`src/rtl/mem_arbiter.sv`:
```
// Two-master arbiter (instruction fetch vs. data load/store) sharing one memory port.
// Data wins by default; a streak counter lets a waiting fetch through after STARVE_LIMIT data grants.
module mem_arbiter #(
    parameter int TIMEOUT      = 15,
    parameter int STARVE_LIMIT = 4
) (
    input  logic        clk,
    input  logic        rst,
    input  logic        if_req,
    input  logic [31:0] if_addr,
    output logic        if_ack,
    output logic [31:0] if_rdata,
    input  logic        d_req,
    input  logic        d_we,
    input  logic [31:0] d_addr,
    input  logic [31:0] d_wdata,
    output logic        d_ack,
    output logic [31:0] d_rdata,
    output logic        mem_cs,
    output logic        mem_we,
    output logic [31:0] mem_addr,
    output logic [31:0] mem_dout,
    input  logic [31:0] mem_din,
    input  logic        mem_ack,
    output logic        timeout_err
);

    localparam int             CW         = $clog2(TIMEOUT + 1);
    localparam logic [CW-1:0]  TMO_LIM    = CW'(TIMEOUT);
    localparam logic [CW-1:0]  CNT_ONE    = CW'(1);
    localparam logic [2:0]     STARVE_LIM = 3'(STARVE_LIMIT);

    typedef enum logic [1:0] {
        IDLE   = 2'd0,
        BUSY_I = 2'd1,
        BUSY_D = 2'd2,
        RESP   = 2'd3
    } state_t;

    state_t        state_q;
    logic [2:0]    streak_q;
    logic [CW-1:0] tmo_cnt_q;
    logic [CW-1:0] tmo_cnt_d;
    logic          tmo_hit_s;
    logic          gnt_if_s;
    logic          gnt_dat_s;

    logic          mem_cs_q;
    logic          mem_we_q;
    logic [31:0]   mem_addr_q;
    logic [31:0]   mem_dout_q;
    logic          if_ack_q;
    logic          d_ack_q;
    logic [31:0]   if_rdata_q;
    logic [31:0]   d_rdata_q;
    logic          timeout_err_q;

    // Arbitration decision, only meaningful while idle
    always_comb begin
        gnt_if_s  = 1'b0;
        gnt_dat_s = 1'b0;
        if (state_q == IDLE) begin
            if (if_req && (!d_req || (streak_q == STARVE_LIM))) begin
                gnt_if_s = 1'b1;
            end else if (d_req) begin
                gnt_dat_s = 1'b1;
            end else begin
                gnt_if_s  = 1'b0;
                gnt_dat_s = 1'b0;
            end
        end else begin
            gnt_if_s  = 1'b0;
            gnt_dat_s = 1'b0;
        end
    end

    // Next value of the busy-cycle counter and the timeout condition it implies
    always_comb begin
        tmo_cnt_d = tmo_cnt_q + CNT_ONE;
        tmo_hit_s = (tmo_cnt_d == TMO_LIM);
    end

    // Main FSM; every output is a register so mem_cs drops directly on reset
    always_ff @(posedge clk or posedge rst) begin
        if (rst) begin
            state_q       <= IDLE;
            streak_q      <= 3'd0;
            tmo_cnt_q     <= {CW{1'b0}};
            mem_cs_q      <= 1'b0;
            mem_we_q      <= 1'b0;
            mem_addr_q    <= 32'h0000_0000;
            mem_dout_q    <= 32'h0000_0000;
            if_ack_q      <= 1'b0;
            d_ack_q       <= 1'b0;
            if_rdata_q    <= 32'h0000_0000;
            d_rdata_q     <= 32'h0000_0000;
            timeout_err_q <= 1'b0;
        end else begin
            if_ack_q <= 1'b0;
            d_ack_q  <= 1'b0;
            case (state_q)
                IDLE: begin
                    if (gnt_if_s) begin
                        state_q    <= BUSY_I;
                        mem_cs_q   <= 1'b1;
                        mem_we_q   <= 1'b0;
                        mem_addr_q <= if_addr;
                        tmo_cnt_q  <= {CW{1'b0}};
                        streak_q   <= 3'd0;
                    end else if (gnt_dat_s) begin
                        state_q    <= BUSY_D;
                        mem_cs_q   <= 1'b1;
                        mem_we_q   <= d_we;
                        mem_addr_q <= d_addr;
                        mem_dout_q <= d_wdata;
                        tmo_cnt_q  <= {CW{1'b0}};
                        // Only data grants that actually bypass a waiting fetch count
                        if (if_req && (streak_q != 3'd7)) begin
                            streak_q <= streak_q + 3'd1;
                        end else begin
                            streak_q <= streak_q;
                        end
                    end else begin
                        state_q <= IDLE;
                    end
                end
                BUSY_I, BUSY_D: begin
                    if (mem_ack || tmo_hit_s) begin
                        state_q  <= RESP;
                        mem_cs_q <= 1'b0;
                        mem_we_q <= 1'b0;
                        if (state_q == BUSY_I) begin
                            if_ack_q   <= 1'b1;
                            if_rdata_q <= mem_ack ? mem_din : 32'h0000_0000;
                        end else begin
                            d_ack_q   <= 1'b1;
                            d_rdata_q <= mem_ack ? mem_din : 32'h0000_0000;
                        end
                        if (!mem_ack) begin
                            timeout_err_q <= 1'b1;
                        end else begin
                            timeout_err_q <= timeout_err_q;
                        end
                    end else begin
                        tmo_cnt_q <= tmo_cnt_d;
                    end
                end
                RESP: begin
                    state_q <= IDLE;
                end
                default: begin
                    state_q  <= IDLE;
                    mem_cs_q <= 1'b0;
                    mem_we_q <= 1'b0;
                end
            endcase
        end
    end

    assign mem_cs      = mem_cs_q;
    assign mem_we      = mem_we_q;
    assign mem_addr    = mem_addr_q;
    assign mem_dout    = mem_dout_q;
    assign if_ack      = if_ack_q;
    assign d_ack       = d_ack_q;
    assign if_rdata    = if_rdata_q;
    assign d_rdata     = d_rdata_q;
    assign timeout_err = timeout_err_q;

endmodule

```
`config.mk`:
```
export PLATFORM = sky130hd
export DESIGN_NAME = mem_arbiter
export DESIGN_NICKNAME = d
export VERILOG_FILES = /design/src/rtl/mem_arbiter.sv
export SDC_FILE = /design/constraint.sdc
export NUM_CORES = 1
export LEC_CHECK = 0
export BUFFER_PORTS_ARGS = -buffer_cell sky130_fd_sc_hd__buf_2
export CORE_ASPECT_RATIO = 1.4
export CORE_MARGIN = 4
export CORE_UTILIZATION = 48
export CTS_BUF_LIST = sky130_fd_sc_hd__clkbuf_8
export DETAILED_ROUTE_END_ITERATION = 10
export PLACE_DENSITY = 0.89
export REMOVE_ABC_BUFFERS = 1
export SLEW_MARGIN = 20
export SYNTH_ARGS = -nofsm -noshare
export SYNTH_HDL_FRONTEND = slang
export SYNTH_SLANG_ARGS = --single-unit
```
`constraint.sdc`:
```
create_clock -name clk -period 4.9 [get_ports clk]
set_input_delay 0.49 -clock clk [delete_from_list [all_inputs] [get_ports clk]]
set_output_delay 0.49 -clock clk [all_outputs]
set_load 0.01 [all_outputs]
```
=== Word-level counts from Yosys, hierarchy flattened ===
Cells that the tools add are included.

* Eq/ne operators: 9
* $mul: 0
* Magnitude comparators: 0
* Add/subtract/negate cells: 2
* Divide/modulo/power cells: 0
* Bitwise gates (word level): 3
* Multiplexer cells: 32
* Shift operators: 0
* Reductions and logical operators: 18

{| class="wikitable"
|+ Operators with widths
! kind !! number
|-
| $mux W32 || 3
|-
| $reduce_and A3 Y1 || 7
|-
| $mux W1 || 16
|-
| $mux W4 || 3
|-
| $mux W3 || 3
|-
| $pmux W4 S2 || 1
|-
| $mux W2 || 3
|-
| $ne A3 B3 Y1 const B || 2
|-
| $pmux W2 S3 || 1
|-
| $reduce_bool A2 Y1 || 3
|-
| $add A4 B1 Y4 const B || 1
|-
| $eq A2 B2 Y1 const B || 2
|-
| $eq A4 B4 Y1 const B || 1
|-
| $ne A2 B2 Y1 const B || 2
|-
| $pmux W1 S2 || 2
|-
| $add A3 B1 Y3 const B || 1
|-
| $eq A3 B3 Y1 const B || 1
|-
| $not A1 Y1 || 3
|-
| $eq A2 B1 Y1 const B || 1
|-
| $logic_and A1 B1 Y1 || 2
|-
| $logic_not A2 Y1 || 1
|-
| $logic_or A1 B1 Y1 || 2
|-
| $reduce_and A2 Y1 || 1
|-
| $reduce_or A2 Y1 || 1
|-
| $logic_not A1 Y1 || 1
|}

* Register bits after elaboration: 142
* ROM bits: 0
* Memories: 0
* Input port bits: 134
* Latch bits: 0
* RAM bits: 0

=== Longest topological paths before layout ===
Gate-level depths: netlist (run 1).

* Depth after elaboration: 8
* Gate-level depth with buffers: 8
* Depth with buffers taken out: 6

=== Worst setup path after synthesis (run 1) ===
No wires, ideal clock.

* Kind: register to register
* Start point: register tmo_cnt_q[0]
* End point: register if_rdata_q[10] (netlist: if_rdata[10])
* Cell stages (with the launch flop): 8
* Library setup time: 121 ps
* Data required time: 4779 ps
* Arrival: 1757 ps
* Path slack: 3022 ps
* Cells stage by stage: dfrtp_1 inv_1 ha_1 nand2_1 a211oi_4 o211ai_4 buf_6 a22o_1

* Word-level cells in the longest chain between the ends: 4

{| class="wikitable"
|+ RTL lines
! element !! RTL line !! source
|-
| from (decl) || 42 || <nowiki>logic [CW-1:0] tmo_cnt_q;</nowiki>
|-
| from (signal assigned) || 88 || <nowiki>tmo_cnt_q <= {CW{1'b0}};</nowiki>
|-
| from (signal assigned) || 108 || <nowiki>tmo_cnt_q <= {CW{1'b0}};</nowiki>
|-
| from (signal assigned) || 116 || <nowiki>tmo_cnt_q <= {CW{1'b0}};</nowiki>
|-
| $add A4 B1 Y4 || 79 || <nowiki>tmo_cnt_d = tmo_cnt_q + CNT_ONE;</nowiki>
|-
| $eq A4 B4 Y1 || 80 || <nowiki>tmo_hit_s = (tmo_cnt_d == TMO_LIM);</nowiki>
|-
| $logic_or A1 B1 Y1 || 128 || <nowiki>if (mem_ack || tmo_hit_s) begin</nowiki>
|-
| $reduce_and A3 Y1 (no source line) || n/a ||
|-
| to (signal assigned) || 134 || <nowiki>if_rdata_q <= mem_ack ? mem_din : 32'h0000_0000;</nowiki>
|-
| to (decl) || 54 || <nowiki>logic [31:0] if_rdata_q;</nowiki>
|}

Every way passes these cells.
A chain may end at the register's enable or synchronous reset.

=== Worst setup path in the final report (run 1) ===
* Start point: register state_q[0]
* End point: register mem_dout_q[18] (netlist: mem_dout[18])

* Word-level cells in the longest chain between the ends: 4

{| class="wikitable"
|+ RTL lines
! element !! RTL line !! source
|-
| from (decl) || 40 || <nowiki>state_t state_q;</nowiki>
|-
| from (signal assigned) || 86 || <nowiki>state_q <= IDLE;</nowiki>
|-
| from (signal assigned) || 104 || <nowiki>state_q <= BUSY_I;</nowiki>
|-
| from (signal assigned) || 111 || <nowiki>state_q <= BUSY_D;</nowiki>
|-
| $logic_not A2 Y1 * || 62, 101 ||
|-
| $mux W1 || 62 || <nowiki>if (state_q == IDLE) begin</nowiki>
|-
| $not A1 Y1 (no source line) || n/a ||
|-
| $reduce_and A3 Y1 (no source line) * || n/a ||
|-
| to (signal assigned) || 115 || <nowiki>mem_dout_q <= d_wdata;</nowiki>
|-
| to (decl) || 51 || <nowiki>logic [31:0] mem_dout_q;</nowiki>
|}

Mark *: on every way between the ends. The rest lies on a longest branch, timed or not.

==> summary.txt, run 1 <==
Status
  • Status: complete, no violations

Placed design
  • Gpl congestion: 0.8400
  • Placed Cells: 829
  • Port bufs: 266
  • HPWL Detailed: 12620 um
  • DP Area: 7117 sq um

Global route
  • Pin count of the biggest net entering global routing: 92
  • Number of global-route vias before repair: 5310
  • Initial antenna violation count: 0
  • First-pass GRT wire length: 26430 um
  • Gr ovfl total: 0
  • Global-route usage over all layers: 24.70%

Cells and area
  • Seq. cell area: 3553 sq um
  • Commonest cells after routing, fill and taps aside: buf_2 (266), dfrtp_1 (142), nand2_1 (72)
  • Non-filler instance count after layout: 862
  • Commonest non-fill, non-tap cell in the layout: buf_2
  • Area delta synth->final: 31.25%
  • # fillers: 881
  • Share of layout cells above drive strength 1: 48.40%
  • Final Cell Area: 7498 sq um
  • Multi-input logic area: 1989 sq um
  • Nets: 845

Floorplanning
  • Ports: 267
  • Die area: 13740 sq um
  • Placeable core region: 11510 sq um
  • Starting density of the core: 49.63%
  • Core Rows: 46
  • Chip Height: 137.1 um
  • Die width: 100.2 um

Worst setup path
  • Worst Path Class, Setup: register to register
  • Worst Path Required: 5.21 ns
  • CP top delay family: buffers and inverters
  • CP peak stage delay: 0.59 ns
  • CP max stage cell: buf_4
  • Worst-path cell chain: inv_1 -> ha_1 -> nand2_1 -> a31oi_4 -> buf_4 -> mux2_2
  • CP endpoint kind: register
  • Worst path arrival time: 2.69 ns
  • Crit path buf inv count: 2
  • Max FO, Critical Path: 63
  • Worst setup SP type: register

STA
  • Slew headroom: 29.56%
  • Fin crit period: 2.381 ns
  • Worst clock skew: 0.01217 ns
  • Final period util: 48.60%
  • Fin Setup TNS: 0 ns
  • Max Slew Vio Count: 0
  • Slew of the pin with the lowest slew margin: 1.054 ns
  • Final hold vios: 0
  • Final setup viols: 0
  • Fmax: 0.4199 GHz
  • RSZ-0062 raised after global routing: false

Pwr
  • Leakage power: 3.931 nW
  • P per Cell Area: 680.4 nW/um^2
  • Worst VDD drop: 362.3 uV

Route
  • Vias per cell: 5.582
  • Drt first pass iters: 4
  • Wirelength per Cell: 19.87 um
  • Remaining DRCs: 0
  • 1st-iter DRT viols: 277
  • Detailed-route via count: 4812
  • Drt total wl: 17130 um
  • Antenna-violating nets left: 0

Synth
  • Main area contributors after synthesis: dfrtp_1 (62%), a22o_1 (9.5%), mux2_2 (6.3%), nand2_1 (4.7%), a22oi_1 (4.2%)
  • Number of flops mapped to enable cells by yosys: 0
  • Flip-flop and latch count after synthesis: 142
  • Async SR Flop Fraction: 100.0%
  • Synth unique cells: 47
  • Syn Inst Count: 446
  • Top-area cell type share of the netlist area: 62.20%
  • Synth Cell Area: 5713 sq um
  • Synth area leader: dfrtp_1
  • Sequential share of the synthesized area: 62.20%
  • Synth warnings: 0
  • Main flop type after synthesis: dfrtp_1
  • Average size of a mapped cell: 12.81 sq um

Clock tree
  • Clk sinks: 142
  • Clock tree buffer depth: 2
  • Clock tree from TritonCTS: done
  • H-tree depth: 4
  • Clock-pin transition on the worst setup and hold timing paths: 0.08 ns
  • Clock latency at the later pin of the worst-skew pair: 0.43 ns
  • Root Driver: clkbuf_8
  • Post-CTS Setup Bufs: 0
  • Quantity of gates resized following cts: 0
  • Count of hold-fix buffers inserted at cts: 0
  • CTS Buf Count: 17

Worst hold path
  • Hold Crit Class: input port to asynchronous set/reset pin

Flow run
  • Max Cap Viol: 0
report_power, final:
part | total (W) | switching, W | leakage [nW] | internal (W)
sequential | 0.00206 | 0.000335 | 1.76 | 0.00172
clock | 0.000883 | 0.000453 | 0.190 | 0.000430
combinational | 0.00216 | 0.00119 | 1.98 | 0.000972
total | 0.00510 | 0.00198 | 3.93 | 0.00313
registers in the layout, indices dropped and copies added, names as in the netlist, 2 cells and up:
signal     flops
d_rdata       32
if_rdata      32
mem_addr      32
mem_dout      32
state_q        2
streak_q       3
tmo_cnt_q      4
area by class of cell:
type | instances | share of cell area (%)
Antenna cell | 1 | 0.03337
Clock buffer | 19 | 3.487
Clock inverter | 13 | 1.535
Inverter | 10 | 0.5673
Multi-Input combinational cell | 264 | 26.53
Sequential cell | 142 | 47.39
Tap cell | 144 | 2.403
Timing Repair Buffer | 269 | 18.05
cells in the mapped netlist, drive strengths merged (3+ instances only):
master,count
dfrtp,142
nand2,72
a22o,65
a22oi,32
mux2,32
clkbuf,17
buf,13
inv,10
ha,7
nor2,5
o21ai,5
nand3,3
nor2b,3
o211ai,3
stage by stage:
| stage | util (%) | worst slack, ns | hold WS [ns] | power [W] |
|---|---|---|---|---|
| after floorplan | - | 0.5551 | 0.5117 | 0.003280 |
| final | 65.14 | 2.519 | 0.2080 | 0.005102 |
| after CTS | 65.10 | 2.260 | 0.2285 | 0.005130 |
| after global routing | 65.12 | 2.395 | 0.2458 | 0.005427 |
| after detailed placement | 61.83 | 2.269 | 0.4577 | 0.004233 |
| after global placement | 61.83 | 2.402 | 0.4539 | 0.004104 |
cells by family (layout without fill, tap and decap cells):
logic type               after synthesis  count (layout)  share of synthesized area (%)
AO/OA/AOI/OAI                        125             125                          18.46
AND/OR/NAND/NOR                       97              97                          7.446
buffers and inverters                 40             311                          3.548
other                                  0               1                              0
multiplexers                          34              34                          6.658
XOR/XNOR                               1               1                         0.1533
adder cells (fa/ha/maj)                7               7                          1.533
flip-flops                           142             142                          62.20
metal layers:
metal	share of wire, %	vias up	track usage, %
li1	-	2135	-
met1	36	2379	28.16
met2	53	245	41.48
met3	7.0	53	7.598
met4	3.7	0	12.88
met5	0	-	0
worst paths after layout:
path / start / end / slack (ns) / cells after the start
hold / removal: rst / mem_dout[15] / 0.21 / 2
hold reg to reg: mem_addr[19] / mem_addr[19] / 0.47 / 2
setup reg to reg: state_q[0] / mem_dout[18] / 2.52 / 6
setup / recovery: state_q[0] / mem_dout[18] / 2.52 / 6
max in group asynchronous: rst / d_rdata[31] / 3.50 / 3
min in group clk: d_addr[29] / mem_addr[29] / 0.28 / 3
Power figures use the tool's default switching activity.
==> inputs of run 2 (changes only) <==
--- a/config.mk
+++ b/config.mk
@@ -5,10 +5,11 @@
 export SDC_FILE = /design/constraint.sdc
 export NUM_CORES = 1
 export LEC_CHECK = 0
+export ABC_AREA = 1
 export BUFFER_PORTS_ARGS = -buffer_cell sky130_fd_sc_hd__buf_2
 export CORE_ASPECT_RATIO = 1.4
 export CORE_MARGIN = 4
-export CORE_UTILIZATION = 48
+export CORE_UTILIZATION = 49
 export CTS_BUF_LIST = sky130_fd_sc_hd__clkbuf_8
 export DETAILED_ROUTE_END_ITERATION = 10
 export PLACE_DENSITY = 0.89
==> constraint.sdc (replaced) <==
create_clock -name clk -period 2.4 [get_ports clk]
set_input_delay 0.24 -clock clk [delete_from_list [all_inputs] [get_ports clk]]
set_output_delay 0.24 -clock clk [all_outputs]
set_load 0.01 [all_outputs]
==> run 2 against run 1 <==
Net effect:
- synthesized cell count rose by 42%
- setup slack got worse by 2.0 ns
- via count rose by 16%
- final area rose by 5.6%
- critical path depth fell by 1
- clock skew rose by 0.0063 ns
- synthesized area rose by 7.9%
- core utilization fell by 0.84 points
- sequential share of layout area fell by 2.5 points
- critical path type unchanged
==> summary.txt, run 2 <==
Route
  • Detailed-route via count: 5600
  • Drt first pass iters: 5
  • Drt total wl: 17690 um
  • Remaining DRCs: 0
  • Vias per cell: 5.354
  • 1st-iter DRT viols: 270
  • Antenna-violating nets left: 0
  • Wirelength per Cell: 16.91 um

Floorplanning
  • Die width: 102.8 um
  • Placeable core region: 12310 sq um
  • Chip Height: 140.7 um
  • Starting density of the core: 50.07%
  • Core Rows: 48
  • Ports: 267
  • Die area: 14460 sq um

Worst hold path
  • Hold Crit Class: input port to register
  • Hold depth: 3

Cells and area
  • Commonest cells after routing, fill and taps aside: buf_2 (266), nand2_1 (190), dfrtp_1 (142)
  • Nets: 1024
  • Area delta synth->final: 28.41%
  • Share of layout cells above drive strength 1: 39.51%
  • N_diodes: 0
  • Commonest non-fill, non-tap cell in the layout: buf_2
  • Non-filler instance count after layout: 1046
  • Final Cell Area: 7916 sq um
  • Final Core Density: 64.30%

Worst setup path
  • CP max stage cell: ha_2
  • CP peak stage delay: 0.62 ns
  • CP endpoint kind: register
  • Worst Path Class, Setup: register to register
  • Worst path arrival time: 2.17 ns
  • Worst Path Required: 2.70 ns
  • Max FO, Critical Path: 33
  • Worst-path cell chain: inv_1 -> ha_2 -> nand3_4 -> nand2_1 -> nand2_1
  • Worst setup SP type: register
  • Cell mode on critical path: nand2_1
  • R2R cell count: 5

Pwr
  • Part of the power in combinational logic: 44.5%
  • Sw frac: 41.81%
  • Sw power: 0.004351 W
  • Leakage power: 4.349 nW
  • Seq pwr share: 39.5%
  • Worst VDD drop: 656.6 uV
  • Pint: 0.006055 W
  • Clock Power Share: 16.1%
  • P per Cell Area: 1315 nW/um^2

STA
  • Final hold vios: 0
  • Max Slew Vio Count: 0
  • Fmax: 0.5370 GHz
  • Final setup viols: 0
  • Worst clock skew: 0.01851 ns
  • Slew of the pin with the lowest slew margin: 0.7003 ns
  • Final period util: 77.60%
  • Slew headroom: 53.32%
  • Fin crit period: 1.862 ns
  • RSZ-0062 raised after global routing: false

Synth
  • Top-count cell post-synth: nand2_1
  • Number of flops mapped to enable cells by yosys: 0
  • Synth area leader: dfrtp_1
  • Main area contributors after synthesis: dfrtp_1 (58%), nand2_1 (12%), nand3_1 (8.5%), nand4_1 (6.6%), mux2_2 (5.8%)
  • Most frequent cells after synthesis: nand2_1 (190), dfrtp_1 (142), nand3_1 (105)
  • Synth unique cells: 24
  • Syn Inst Count: 632
  • Main flop type after synthesis: dfrtp_1
  • Top-area cell type share of the netlist area: 57.64%
  • Sequential share of the synthesized area: 57.64%
  • Synth warnings: 0
  • Average size of a mapped cell: 9.754 sq um
  • Async SR Flop Fraction: 100.0%
  • Synth Cell Area: 6165 sq um
  • Flip-flop and latch count after synthesis: 142

Status
  • Status: complete, no violations

Clock tree
  • Clock tree buffer depth: 2
  • CTS Buf Count: 17
  • Clk sinks: 142
  • Post-CTS Setup Bufs: 0
  • H-tree depth: 4
  • Clock latency at the later pin of the worst-skew pair: 0.43 ns
  • Clock tree from TritonCTS: done
  • Root Driver: clkbuf_8
  • Clock-pin transition on the worst setup and hold timing paths: 0.08 ns

Global route
  • First-pass GRT wire length: 28080 um
  • Gr ovfl total: 0
  • Global-route usage over all layers: 24.72%
  • Pin count of the biggest net entering global routing: 134
  • Number of global-route vias before repair: 5650
  • Initial antenna violation count: 1

Placed design
  • DP Area: 7542 sq um
  • Gpl congestion: 0.8926
  • Placed Cells: 1011
  • HPWL Detailed: 12560 um
  • Port bufs: 266

Flow run
  • Max Cap Viol: 0
-- run 2: cell types whose count changed after synthesis, moves of 7 or more --
cell	before	now
a22oi_1	32	0
buf_4	0	7
inv_1	10	18
nand2_1	72	190
nand4_1	0	65
clkbuf_1	17	26
a22o_1	62	0
nand3_1	3	105
-- run 2: per-layer routing --
| layer | global-route usage, % | share of wire, % | vias to the layer above |
|---|---|---|---|
| met2 | 40.67 | 51 | 252 |
| met4 | 12.76 | 4.6 | 2 |
| met5 | 0 | 0.045 | - |
| met1 | 30.23 | 38 | 2630 |
| met3 | 5.248 | 6.5 | 60 |
| li1 | - | - | 2656 |
-- run 2: metrics by stage --
stage / setup slack [ns] / hold slack [ns] / setup TNS, ns / power, W
final: 0.5377 / 0.02985 / 0 / 0.01041
after global placement: 0.6057 / 0.1440 / 0 / 0.008608
after detailed placement: 0.5116 / 0.1500 / 0 / 0.008785
after CTS: 0.5128 / 0.002509 / 0 / 0.01048
after floorplan: -1.650 / 0.3730 / -242.72 / 0.006696
after global routing: 0.3809 / 0.001854 / 0 / 0.01117
-- run 2: cell families (layout without fill, tap and decap cells) --
logic type | count (synthesis) | in the layout | share of synthesized area [%]
AOI/OAI and AO/OA | 8 | 8 | 0.7712
adders and majority gates | 7 | 7 | 1.421
buffers and inverters | 68 | 332 | 5.520
DFF | 142 | 142 | 57.64
muxes | 32 | 32 | 5.845
and+or+nand+nor | 375 | 375 | 28.80
-- run 2: final cells by class --
cell class,count,area [sq um]
Timing Repair Buffer,279,1474
Sequential cell,142,3553
Clock buffer,18,247.7
Tap cell,150,187.7
Fill cell,1002,4395
Clock inverter,14,96.34
Multi-Input combinational cell,422,2273
Inverter,21,83.83
-- run 2: power by group through the flow --
stage	registers (W)	clock network (W)	logic [W]
floorplan	0.00458	0	0.00211
global placement	0.00410	0	0.00450
detailed placement	0.00412	0	0.00466
CTS	0.00410	0.00172	0.00467
global route	0.00423	0.00182	0.00512
finish	0.00411	0.00167	0.00463
-- run 2: critical path, delay by kind of cell (launching register included) --
kind / cells / cell delay, ns
AND/OR/NAND/NOR: 3 / 0.71
flip-flops: 1 / 0.35
adder cells (fa/ha/maj): 1 / 0.62
buffers and inverters: 1 / 0.06
-- run 2: final timing paths --
kind	startpoint	end	slack, ns
max	state_q[0]	if_rdata[30]	0.54
min	if_addr[8]	mem_addr[8]	0.03
max reg2reg	state_q[0]	if_rdata[30]	0.54
min reg2reg	mem_cs	mem_cs	0.47
max in group asynchronous	rst	if_rdata[0]	1.23
min in group asynchronous	rst	mem_dout[24]	0.26
-- run 2: what timing repair did --
item | in CTS | in global routing
endpoints found under the hold margin | 11 | 0
resized for setup | 0 | 0
hold buffers | 3 | 0
